## src/rtl/inst_fetch_queue.sv

```systemverilog
// Instruction prefetch queue: owns the fetch PC, issues one sequential SRAM read per cycle
// while a slot can be reserved, and hands {pc, inst} pairs to decode over valid/ready.
module inst_fetch_queue #(
  parameter int unsigned DEPTH    = 4,
  parameter logic [31:0] RESET_PC = 32'h0000_0000
) (
  input  logic        i_clk,
  input  logic        i_rst_n,
  input  logic        i_redirect,
  input  logic [31:0] i_redirect_pc,
  output logic        o_im_req,
  output logic [31:0] o_im_addr,
  input  logic [31:0] i_im_rdata,
  output logic        o_out_valid,
  input  logic        i_out_ready,
  output logic [31:0] o_out_inst,
  output logic [31:0] o_out_pc
);

  localparam int unsigned PTR_W = $clog2(DEPTH);
  localparam int unsigned CNT_W = PTR_W + 1;
  localparam int unsigned OCC_W = CNT_W + 1;
  localparam logic [OCC_W-1:0] DEPTH_OCC = OCC_W'(DEPTH);
  localparam logic [CNT_W-1:0] DEPTH_CNT = CNT_W'(DEPTH);

  logic [31:0]      r_fetch_pc;
  logic [31:0]      r_req_pc;
  logic             r_inflight;
  logic [PTR_W-1:0] r_wr_ptr;
  logic [PTR_W-1:0] r_rd_ptr;
  logic [CNT_W-1:0] r_count;
  logic [31:0]      r_inst_mem [DEPTH];
  logic [31:0]      r_pc_mem   [DEPTH];

  logic             w_handshake;
  logic             w_pop;
  logic             w_push;
  logic [OCC_W-1:0] w_occ;
  logic             w_im_req;

  assign o_out_valid = (r_count != '0);
  assign o_out_inst  = r_inst_mem[r_rd_ptr];
  assign o_out_pc    = r_pc_mem[r_rd_ptr];
  assign o_im_addr   = r_fetch_pc;
  assign o_im_req    = w_im_req;

  assign w_handshake = o_out_valid && i_out_ready;
  assign w_pop       = w_handshake && !i_redirect;
  assign w_push      = r_inflight && !i_redirect;

  // Reserve a slot for every read in flight so a returning word always has room.
  assign w_occ    = OCC_W'(r_count) + OCC_W'(r_inflight) - OCC_W'(w_handshake);
  assign w_im_req = i_rst_n && !i_redirect && (w_occ < DEPTH_OCC);

  always_ff @(posedge i_clk or negedge i_rst_n) begin
    if (!i_rst_n) begin
      r_fetch_pc <= RESET_PC;
      r_req_pc   <= '0;
      r_inflight <= 1'b0;
      r_wr_ptr   <= '0;
      r_rd_ptr   <= '0;
      r_count    <= '0;
      for (int i = 0; i < DEPTH; i++) begin
        r_inst_mem[i] <= '0;
        r_pc_mem[i]   <= '0;
      end
    end else begin
      r_inflight <= w_im_req;
      if (w_im_req) begin
        r_req_pc <= r_fetch_pc;
      end
      if (i_redirect) begin
        // Flush: drop queued entries and any returning word, restart at the target.
        r_count    <= '0;
        r_rd_ptr   <= r_wr_ptr;
        r_fetch_pc <= i_redirect_pc;
      end else begin
        if (w_im_req) begin
          r_fetch_pc <= r_fetch_pc + 32'd4;
        end
        if (w_push) begin
          r_inst_mem[r_wr_ptr] <= i_im_rdata;
          r_pc_mem[r_wr_ptr]   <= r_req_pc;
          r_wr_ptr             <= r_wr_ptr + PTR_W'(1);
        end
        if (w_pop) begin
          r_rd_ptr <= r_rd_ptr + PTR_W'(1);
        end
        case ({w_push, w_pop})
          2'b10:   r_count <= r_count + CNT_W'(1);
          2'b01:   r_count <= r_count - CNT_W'(1);
          default: r_count <= r_count;
        endcase
      end
    end
  end

  a_no_push_when_full: assert property (
    @(posedge i_clk) disable iff (!i_rst_n) !(w_push && !w_pop && (r_count == DEPTH_CNT))
  );

endmodule

```

## config.mk

```make
export PLATFORM = sky130hd
export DESIGN_NAME = inst_fetch_queue
export DESIGN_NICKNAME = d
export VERILOG_FILES = /design/src/rtl/inst_fetch_queue.sv
export SDC_FILE = /design/constraint.sdc
export NUM_CORES = 1
export LEC_CHECK = 0
export ABC_AREA = 1
export CAP_MARGIN = 10
export CORE_MARGIN = 4
export CORE_UTILIZATION = 48
export DETAILED_ROUTE_END_ITERATION = 10
export GPL_TIMING_DRIVEN = 0
export PLACE_DENSITY = 0.79
export SETUP_SLACK_MARGIN = 0.5
export SYNTH_ARGS = -nofsm -noshare
export SYNTH_HDL_FRONTEND = slang
export SYNTH_SLANG_ARGS = --single-unit
```

## constraint.sdc

```tcl
create_clock -name i_clk -period 3.8 [get_ports i_clk]
set_input_delay 0.76 -clock i_clk [delete_from_list [all_inputs] [get_ports i_clk]]
set_output_delay 0.76 -clock i_clk [all_outputs]
set_load 0.05 [all_outputs]
```

==> qor.yml <==
die_h_um: 184
grt.overflow.total: 0
gp_congestion: 0.899
timing.hold.ws_ps: 194
dr.first_iter.drc_count: 1528
rows: 64
antenna_found_initial: 0
synth_area_um2: 14900
synth_top_cell_by_area: "dfrtp_1"
synthDominantCellAreaShare_pct: 55.0
yosysUniqueCellTypes: 29
critPathLaunchType: "flip-flop"
ir_worst_vdd_v: 0.000415
viasPerCell: 5.62
finClkSkew_ps: 7.06
dr_total_vias: 13900
die_area_um2: 34000
startpoint: "r_rd_ptr[0]"
cp.required_ps: 3040
final_cell_mix: "nand2_1 (512), o21ai_0 (417), dfrtp_1 (326)"
root_buffer: "clkbuf_16"
synth_edf_count: 0
drive_above_1_share_pct: 10.0
crit_fanout: 10
portBuffers: 164
finalCritPeriodShare_pct: 85.7
tightest_slew_ps: 644
end_kind: "output pin"
synth_nets: 1914
arrival_ps: 2500
cts_tree: "done"
core_um2: 30700
hold_violations: 0
hpwl_mm: 29.6
ys.flop_type: "dfrtp_1"
grt_use_total_pct: 25.6
highest_layer: "met4"
crit_type: "flip-flop to output pin"
path_clk_slew_ps: 60
clockBufferDepth: 3
r2r-end: "r_req_pc[16]"
r2r_cells: 18
fmax_mhz: 307
relSlewSlack_pct: 57.0
final_common_cell: "nand2_1"
yosys_warnings: 0
power.static_leakage_nw: 8.64
final_area_um2: 18400
reg2reg_slack_ps: 1460
outcome: "completed"
dpl_cell_area_um2: 17100
syn_area_per_cell_um2: 8.13
routedWlPerCell_um: 18.0
pre_cts_ws_ps: -715
clk_latency_ps: 510
slew_violations: 0
grt_pass1_wl_mm: 70.5
wl_met1_mm: 17.9
nets: 2130
syn_to_final_growth_pct: 23.3
fill_cells: 2610
max-cap-violations: 0
grt_pass1_vias: 13900
start_util_pct: 48.7
wl_met2_mm: 20.8
ys_top_cells_by_area: "dfrtp_1 (55%), o21ai_0 (14%), nand2_1 (13%)"
synth-seq-cells: 328
io_pins: 166
n_antenna_cell: 0
routed_wl_mm: 44.5
met3_length_mm: 4.45
yosysSeqAreaShare_pct: 55.0
r2r_start: "r_count[0]"
antenna_left: 0
holdCritPathClass: "input port to async pin"
synthArstFlopShare_pct: 100
p_total_mw: 18.2
fin_crit_ps: 3260
synth_cells: 1837
h-tree-depth: 2
setup_slack_ps: 542
p_per_area_nw_per_um2: 986
drc: 0
cts_made_buffers: 35
grt_max_degree: 126
postCtsHoldBufs: 0
setup-violations-final: 0
dr.pass1.iters: 5
cts_sinks: 328
rsz0062_at_grt: "yes"
fp.dieW_um: 184
[flip-flops by register name, summed over array words and instances (netlist names)]
signal and count:
r_count 3, r_wr_ptr 2, r_inst_mem 128, r_inflight 1
r_req_pc 32, r_pc_mem 128, o_im_addr 32, r_rd_ptr 2
[repair_timing]
item	CTS	global route
hold endpoints to repair	0	0
pin swaps	3	5
gates resized for setup	329	69
cloned	0	1
endpoints found under the setup margin	65	65
setup buffers	3	9
[cell usage after synthesis, types with 2 or more instances]
| cell type | n |
|---|---|
| a21boi_0 | 3 |
| buf_1 | 8 |
| buf_2 | 22 |
| buf_4 | 3 |
| buf_6 | 6 |
| clkbuf_1 | 80 |
| dfrtp_1 | 328 |
| ha_1 | 8 |
| inv_1 | 106 |
| inv_2 | 2 |
| nand2_1 | 514 |
| nand2_2 | 2 |
| nand3_1 | 63 |
| nand3b_1 | 2 |
| nor2_1 | 179 |
| nor2_4 | 3 |
| o21ai_0 | 417 |
| o21ai_1 | 8 |
| o21bai_1 | 4 |
| o22ai_1 | 64 |
| xnor2_1 | 2 |
| xor2_1 | 6 |
[per-stage QoR]
step | std cells | setup TNS, ps | util [%]
after floorplan | 1837 | 0 | -
after global placement | 2397 | -4440070 | 55.7
after detailed placement | 2399 | -715 | 55.8
after CTS | 2465 | 0 | 59.6
after global routing | 2475 | 0 | 60.0
final | 2475 | 0 | 60.0
[worst max-delay path, stage by stage (launching register included)]
cell	delay [ps]
dfrtp_1	450
buf_4	220
inv_1	140
clkbuf_1	440
o21ai_0	210
o22ai_1	260
buf_4	260
[kinds of logic after synthesis]
kind of cell               share of synthesized area (%)
AOI/OAI and AO/OA                                   17.4
DFF                                                 55.0
buffers and inverters                               6.27
xor gates and xnor gates                           0.469
adders and majority gates                          0.805
and+or+nand+nor                                     20.1
[how the worst max path moves through the flow]
| stage | endpoint | slack [ps] | cells past startpoint |
|---|---|---|---|
| 3_5_place_dp | o_im_req | -710 | 16 |
| 4_1_cts | o_im_req | 380 | 8 |
| 2_1_floorplan | o_im_req | 510 | 16 |
| 3_3_place_gp | o_im_addr[2] | -11680 | 1 |
| 6_report | o_out_inst[6] | 540 | 6 |
| 5_1_grt | o_im_req | 410 | 17 |
[cell type report]
| cell class | instances | area [µm²] | share of cell area (%) |
|---|---|---|---|
| Inverter | 108 | 410 | 2.23 |
| Timing Repair Buffer | 179 | 1610 | 8.72 |
| Clock buffer | 47 | 1020 | 5.56 |
| Clock inverter | 16 | 214 | 1.16 |
| Buffer | 119 | 573 | 3.11 |
| Multi-Input combinational cell | 1282 | 5880 | 31.9 |
| Sequential cell | 328 | 8210 | 44.6 |
| Tap cell | 396 | 495 | 2.69 |
[metal layers]
metal	vias up	track usage (%)
met2	742	41.8
li1	6435	-
met1	6632	34.7
met3	99	4.85
met4	0	8.84
met5	-	0
[where the power goes]
part           leakage [nW]  switching, mW  internal [mW]
Combinational          3.75           6.19           2.54
Clock                 0.610           1.39           2.24
Sequential             4.28          0.893           4.90
No activity file was read; power rests on OpenSTA's default activity.
